===== src/rtl/tone_arbiter.sv =====
// Fixed-priority arbiter sharing one buzzer tone word between three sources, with hold-before-preempt.
// Define TONE_ARB_GAP_EN to insert a GAP_CYCLES silence gap between successive owners.
module tone_arbiter #(
    parameter int unsigned GAP_CYCLES = 100000,
    parameter int unsigned MIN_HOLD   = 5000000
) (
    input  logic        clk,
    input  logic        reset,
    input  logic [2:0]  req,
    input  logic [31:0] freq0,
    input  logic [31:0] freq1,
    input  logic [31:0] freq2,
    input  logic        flush,
    output logic [2:0]  gnt,
    output logic [31:0] frequency,
    output logic [1:0]  owner,
    output logic        busy,
    output logic        preempted
);

    localparam logic [1:0] OWNER_NONE = 2'd3;

    if (GAP_CYCLES == 0) begin : g_gap_cfg
        $error("tone_arbiter: GAP_CYCLES must be >= 1");
    end

`ifdef TONE_ARB_GAP_EN
    typedef enum logic [1:0] {S_IDLE, S_GRANT, S_GAP} state_t;
    localparam state_t S_LEAVE = S_GAP;
    localparam logic [31:0] GAP_LAST = 32'(GAP_CYCLES - 1);
    logic [31:0] r_gap_cnt;
    logic [31:0] w_gap_nxt;
`else
    typedef enum logic [0:0] {S_IDLE, S_GRANT} state_t;
    localparam state_t S_LEAVE = S_IDLE;
`endif

    state_t      r_state;
    state_t      w_state_nxt;
    logic [2:0]  r_gnt;
    logic [31:0] r_freq;
    logic [1:0]  r_owner;
    logic        r_pre;
    logic [31:0] r_hold_cnt;

    logic [1:0]  w_win_idx;
    logic [31:0] w_win_freq;
    logic        w_own_req;
    logic        w_higher;
    logic [31:0] w_own_freq;
    logic        w_hold_done;
    logic        w_release;
    logic        w_preempt;
    logic [2:0]  w_gnt_nxt;
    logic [31:0] w_freq_nxt;
    logic [1:0]  w_owner_nxt;
    logic        w_pre_nxt;
    logic [31:0] w_hold_nxt;

    // Lowest set index wins.
    always_comb begin
        w_win_idx  = OWNER_NONE;
        w_win_freq = '0;
        if (req[0]) begin
            w_win_idx  = 2'd0;
            w_win_freq = freq0;
        end else if (req[1]) begin
            w_win_idx  = 2'd1;
            w_win_freq = freq1;
        end else if (req[2]) begin
            w_win_idx  = 2'd2;
            w_win_freq = freq2;
        end
    end

    always_comb begin
        w_own_req  = 1'b0;
        w_own_freq = '0;
        w_higher   = 1'b0;
        case (r_owner)
            2'd0: begin
                w_own_req  = req[0];
                w_own_freq = freq0;
            end
            2'd1: begin
                w_own_req  = req[1];
                w_own_freq = freq1;
                w_higher   = req[0];
            end
            2'd2: begin
                w_own_req  = req[2];
                w_own_freq = freq2;
                w_higher   = |req[1:0];
            end
            default: ;
        endcase
    end

    assign w_hold_done = (r_hold_cnt >= 32'(MIN_HOLD));
    assign w_release   = !w_own_req;
    // Release takes precedence, so a preempt only counts while the owner still requests.
    assign w_preempt   = w_own_req && w_higher && w_hold_done;

    always_ff @(posedge clk or negedge reset) begin
        if (!reset) r_state <= S_IDLE;
        else        r_state <= w_state_nxt;
    end

    always_comb begin
        w_state_nxt = r_state;
        if (flush) begin
            w_state_nxt = S_IDLE;
        end else begin
            case (r_state)
                S_IDLE:  if (w_win_idx != OWNER_NONE) w_state_nxt = S_GRANT;
                S_GRANT: if (w_release || w_preempt) w_state_nxt = S_LEAVE;
`ifdef TONE_ARB_GAP_EN
                S_GAP:   if (r_gap_cnt == GAP_LAST) w_state_nxt = S_IDLE;
`endif
                default: w_state_nxt = S_IDLE;
            endcase
        end
    end

    always_comb begin
        w_gnt_nxt   = '0;
        w_freq_nxt  = '0;
        w_owner_nxt = OWNER_NONE;
        w_pre_nxt   = 1'b0;
        w_hold_nxt  = '0;
`ifdef TONE_ARB_GAP_EN
        w_gap_nxt   = '0;
`endif
        if (!flush) begin
            case (r_state)
                S_IDLE: begin
                    if (w_win_idx != OWNER_NONE) begin
                        w_gnt_nxt   = 3'b001 << w_win_idx;
                        w_owner_nxt = w_win_idx;
                        w_freq_nxt  = w_win_freq;
                    end
                end
                S_GRANT: begin
                    if (!w_release && !w_preempt) begin
                        w_gnt_nxt   = r_gnt;
                        w_owner_nxt = r_owner;
                        w_freq_nxt  = w_own_freq;
                        w_hold_nxt  = w_hold_done ? r_hold_cnt : r_hold_cnt + 32'd1;
                    end else begin
                        w_pre_nxt = w_preempt;
                    end
                end
`ifdef TONE_ARB_GAP_EN
                S_GAP: w_gap_nxt = r_gap_cnt + 32'd1;
`endif
                default: ;
            endcase
        end
    end

    always_ff @(posedge clk or negedge reset) begin
        if (!reset) begin
            r_gnt      <= '0;
            r_freq     <= '0;
            r_owner    <= OWNER_NONE;
            r_pre      <= 1'b0;
            r_hold_cnt <= '0;
`ifdef TONE_ARB_GAP_EN
            r_gap_cnt  <= '0;
`endif
        end else begin
            r_gnt      <= w_gnt_nxt;
            r_freq     <= w_freq_nxt;
            r_owner    <= w_owner_nxt;
            r_pre      <= w_pre_nxt;
            r_hold_cnt <= w_hold_nxt;
`ifdef TONE_ARB_GAP_EN
            r_gap_cnt  <= w_gap_nxt;
`endif
        end
    end

    assign gnt       = r_gnt;
    assign frequency = r_freq;
    assign owner     = r_owner;
    assign busy      = (r_state != S_IDLE);
    assign preempted = r_pre;

endmodule

===== config.mk =====
export PLATFORM = sky130hd
export DESIGN_NAME = tone_arbiter
export DESIGN_NICKNAME = d
export VERILOG_FILES = /design/src/rtl/tone_arbiter.sv
export SDC_FILE = /design/constraint.sdc
export NUM_CORES = 1
export LEC_CHECK = 0
export CAP_MARGIN = 40
export CORE_MARGIN = 5
export CORE_UTILIZATION = 35
export CTS_CLUSTER_DIAMETER = 80
export DETAILED_ROUTE_END_ITERATION = 8
export GPL_ROUTABILITY_DRIVEN = 0
export PLACE_DENSITY = 0.59
export SYNTH_ARGS = -nofsm -noshare
export SYNTH_HDL_FRONTEND = slang
export SYNTH_SLANG_ARGS = --single-unit

===== constraint.sdc =====
create_clock -name clk -period 3.4 [get_ports clk]
set_clock_uncertainty 0.15 [all_clocks]
set_input_delay 0.68 -clock clk [delete_from_list [all_inputs] [get_ports clk]]
set_output_delay 0.68 -clock clk [all_outputs]
set_load 0.01 [all_outputs]

# After elaboration in Yosys (flattened, before gate mapping)
# Cells that the tools add are included.
[classes] bitwise=1 n_mux=32 add_sub_neg=1 n_mul=0 order_cmp=1 shift=1 eq_ne=5 div_mod_pow=0 n_reduce_logical=8
[ops] op="32-bit two-way mux" n=10
[ops] op="32-bit case mux with 3 select lines" n=1
[ops] op="32-bit case mux with 2 select lines" n=1
[ops] op="32-bit by 1-bit adder with 32-bit output (second input constant)" n=1
[ops] op="32-bit by 23-bit >= comparator with 1-bit output (second input constant)" n=1
[ops] op="2-bit two-way mux" n=5
[ops] op="3-bit two-way mux" n=3
[ops] op="1-bit two-way mux" n=7
[ops] op="3-bit case mux with 2 select lines" n=1
[ops] op="4-bit != test (second input constant)" n=1
[ops] op="1-bit case mux with 2 select lines" n=2
[ops] op="2-bit case mux with 2 select lines" n=1
[ops] op="1-bit logical AND" n=3
[ops] op="3-bit != test (second input constant)" n=1
[ops] op="1-bit case mux with 3 select lines" n=1
[ops] op="1-bit by 2-bit left shift with 3-bit output (first input constant)" n=1
[ops] op="2-bit by 1-bit equality test with 1-bit output (second input constant)" n=1
[ops] op="2-bit equality test (second input constant)" n=1
[ops] op="1-bit zero test" n=2
[ops] op="2-bit zero test" n=1
[ops] op="2-bit != test (second input constant)" n=1
[ops] op="2-bit OR reduction" n=1
[ops] op="1-bit logical OR" n=1
[ops] op="1-bit inverter" n=1
[word_totals] ramBits=0 output_inout_bits=39 input_bits=102 rom_bits=0 latchBits=0 register_bits=71 memories=0

# Longest topological paths before layout
[logic_depth] depth_word=9 mapped_depth=9

# Worst setup path before layout
# No wires, ideal clock.
[synth_path] kind="register -> register" startpoint="reg r_hold_cnt[11]" endpoint="reg r_freq[10] (netlist: frequency[10])" path_stages_with_launch=9 arrival_ns=2.371 setup_time_ns=0.094 n_path_buf=3 path_slack_ns=0.785 cell_sequence="dfrtp_1 > buf_6 > a211o_1 > a2111o_1 > a211o_1 > buf_6 > a311o_1 > buf_6 > a221oi_2"
[synth_via] elab_chain_cells=7
[synth_rtl] item="start, declared" line="44" rtl="logic [31:0] r_hold_cnt;"
[synth_rtl] item="start signal, assigned" line="176" rtl="r_hold_cnt <= w_hold_nxt;"
[synth_rtl] item="32-bit by 23-bit >= comparator with 1-bit output" line="99" rtl="assign w_hold_done = (r_hold_cnt >= 32'(MIN_HOLD));"
[synth_rtl] item="1-bit logical AND" line="102" rtl="assign w_preempt = w_own_req && w_higher && w_hold_done;"
[synth_rtl] item="1-bit zero test" line="144" rtl="if (!w_release && !w_preempt) begin"
[synth_rtl] item="1-bit logical AND" line="144"
[synth_rtl] item="32-bit two-way mux" line="144"
[synth_rtl] item="32-bit case mux with 2 select lines" line="135" rtl="case (r_state)"
[synth_rtl] item="32-bit two-way mux" line="134" rtl="if (!flush) begin"
[synth_rtl] item="via w_freq_nxt[10]" line="55" rtl="logic [31:0] w_freq_nxt;"
[synth_rtl] item="end signal, assigned" line="173" rtl="r_freq <= w_freq_nxt;"
[synth_rtl] item="end, declared" line="41" rtl="logic [31:0] r_freq;"
# The timed path passes the listed nets, and every way through them passes these cells.
# A chain may end at the register's enable or synchronous reset.

# Final worst setup path
[layout_path] startpoint="reg r_hold_cnt[11]" endpoint="reg r_freq[6] (netlist: frequency[6])"
# Same word-level chain as after synthesis.

==> results.md <==
- Number of nets in the synthesized netlist: between 600 and 700
- Post-cts sizing count: 0
- Share of layout cells above drive strength 1: 11.5%
- Post-Place Worst Slack: 0.278 ns
- Number of warnings reported in the yosys synthesis log: 0
- Routed Antenna Nets: 0
- Number of max-slew violations in the final report: 0
- Largest fanout on the critical path: 31
- Util after Layout: 50.3%
- Peak supply drop: around 280 µV
- Total DRC errors in the routed layout: 0
- HPWL after detailed placement: 10.6 mm
- Required time at the endpoint of the critical path: 3.47 ns
- Result of the run: finished, final reports clean
- Overall routing resource usage: about a fifth
- Critical-path top delay cell: dfrtp_1
- Antenna Cells: 0
- Total wire length after detailed routing: around 16 mm
- Number of cells on the worst reg-to-reg path: 6
- Count of routing violations after the opening detailed-route iteration: about 330
- Flop-to-flop setup slack: ~0.54 ns
- Clock Latency Late Sink: 0.33 ns
- CTS Sinks: 71
- Dominant register cell in the synthesized netlist: dfrtp_1
- DR vias: between 4k and 5k
- Area taken by flip-flops and latches: around 1800 µm²
- Die Wd: between 100 and 150 µm
- Critical-path cell list: a211o_1 > a2111o_1 > a211o_1 > a311o_2 > buf_4 > a221oi_2
- Worst setup EP type: flip-flop
- Clock tree from TritonCTS: built
- Footprint of the multi-input gates: ~2600 µm²
- Pwr dens: just under 400 nW/µm²
- Die span in y: between 100 and 150 µm
- Port bufs: 140
- Instance count of the mapped netlist: around 500
- CP Data Arrival Time: 2.93 ns
- Sequential share of the synthesized area: between 30% and 40%
- Fin crit period: about 2.9 ns
- Number of synthesized flops with an enable pin: 0
- Area growth from synthesis to layout: 39.4%
- Worst Path Class, Setup: reg2reg
- Worst Slack Setup Final: 0.540 ns
- Cell leakage power: 2.38 nW
- Io pins: around 140
- Area of the die: 15500 µm²
- TritonCTS Buffers: 9
- Hold Fails Final Rpt: 0
- Top cell types by occurrence after synthesis: dfrtp_1, a22oi_1, a21oi_1
- Sum of negative setup slack: 0 ns
- Routed length per instance: 20.5 µm
- Period Utilization, post-route: ~84%
- Upper clock frequency limit: around 0.35 GHz
- Unrepaired setup endpoints after global routing: false
- Delay of the slowest cell on the worst path: 0.45 ns
- Initial antenna violation count: 1
- Top area cells in the synthesized netlist: dfrtp_1, a22oi_1, a221oi_2
- Number of buffers inserted by hold repair at cts: 0
- Number of different library cells in the post-synthesis netlist: 45
- First drt pass iteration count: 5
- Cell type with the largest total area after synthesis: dfrtp_1
- Synth top area share: 37.6%
- Worst relative slew slack: 45.7%
- # H-tree levels: 3
- Max-cap check violation count: 0
- Final global-route overflow total: 0
- Final net count: 718
- Global-route wire length before repair: ~26 mm
- Root cell of the clock tree: clkbuf_16
- Count of placed standard cells including taps: 771
- Number of buffers added for setup after CTS: 0
- Final count of negative-setup-slack endpoints: 0
- Initial core utilization: 36.1%
- Startpoint of the worst-slack reg-to-reg timing path: r_hold_cnt[11]
- Seq cells post-synth: between 70 and 80
- Ys async rst share: between 90% and 100%
- Row cnt: 41
- Routed via count divided by cell count: 5.99
- Synthesized area per cell: roughly 9.2 µm²
- Number of fillers in the final layout: about 1.2k
- Slew at the pin closest to its max-slew limit: approximately 0.81 ns
- Total core area: 12700 µm²
- Worst path most repeated cell: a211o_1
- Worst-path clk slew: 0.06 ns
- Combined area of all synthesized cells: approximately 4600 µm²
- Final instance count without filler cells: 787
- Largest net degree at the start of global routing: between 60 and 70
- Most frequent cell after synthesis: dfrtp_1
- Crit Reg-Reg Endpoint: frequency[6]
- Hold/Removal Path Class: in2async
- Worst Setup SP: r_hold_cnt[11]
- Max clock buf depth: 2
- Number of global-route vias before repair: between 4k and 5k
- Startpoint class of the critical path: flip-flop
critical path: cells and delay by family, from the launching register on:
family	cells	cell delay, ns
AO/OA/AOI/OAI	5	1.82
buffers and inverters	1	0.32
flip-flops	1	0.45
metrics by stage:
step	hold slack, ns	power (mW)	instance area, µm²
6_report	0.122	2.47	6400
5_1_grt	0.150	2.57	6400
4_1_cts	0.132	2.49	6400
3_5_place_dp	0.324	1.52	6090
3_3_place_gp	0.320	1.50	6060
2_1_floorplan	0.234	1.20	4590
routing by layer:
metal / wire length, µm / global-route usage, % / share of wire, % / vias up
met5: 11 / 0 / 0.068 / -
met4: 259 / 6.51 / 1.6 / 2
met3: 1450 / 7.12 / 9.0 / 22
met2: 7520 / 32.6 / 47 / 202
met1: 6910 / 25.7 / 43 / 2329
li1: - / - / - / 2157
cell type report:
| type | instances | area share, % |
|---|---|---|
| Clock buffer | 11 | 3.95 |
| Tap cell | 172 | 3.36 |
| Clock inverter | 5 | 0.880 |
| Inverter | 9 | 0.528 |
| Timing Repair Buffer | 153 | 23.6 |
| Sequential cell | 71 | 27.8 |
| Multi-Input combinational cell | 366 | 39.9 |
placed cells by master (no fill, tap or decap), types with 3 or more instances in the layout:
master and count:
nand3_1 9, nand2_1 41, clkbuf_16 9, buf_4 13
or4_1 11, and2_1 11, o21ai_0 40, a21boi_0 31
a22oi_1 63, or3_1 6, nor3_1 3, inv_1 9
nand4_1 7, ha_1 6, o31ai_1 12, a221oi_2 30
a21oi_1 51, nor2_1 13, clkdlybuf4s50_1 138, dfrtp_1 68
registers in the layout, summed over array words and instances, names as in the netlist:
register	flops
gnt	3
r_hold_cnt	32
owner	2
frequency	32
preempted	1
busy	1
worst max-delay path by stage:
| stage | endpoint |
|---|---|
| 2_1_floorplan | frequency[10] |
| 3_3_place_gp | frequency[0] |
| 3_5_place_dp | frequency[0] |
| 4_1_cts | frequency[0] |
| 5_1_grt | frequency[31] |
| 6_report | frequency[6] |
where the power goes:
| group | switching [mW] | internal, mW | total (mW) |
|---|---|---|---|
| registers | 0.0206 | 0.890 | 0.910 |
| clock network | 0.357 | 0.607 | 0.964 |
| logic | 0.305 | 0.292 | 0.597 |
cells by family after synthesis:
| kind of cell | Yosys count | synth area share [%] |
|---|---|---|
| AOI/OAI and AO/OA | 246 | 40.8 |
| adders and majority gates | 6 | 1.64 |
| muxes | 1 | 0.218 |
| and+or+nand+nor | 111 | 12.3 |
| buffers and inverters | 61 | 5.86 |
| xor gates and xnor gates | 2 | 0.382 |
| DFF | 71 | 38.8 |
No activity file was read; power rests on OpenSTA's default activity.
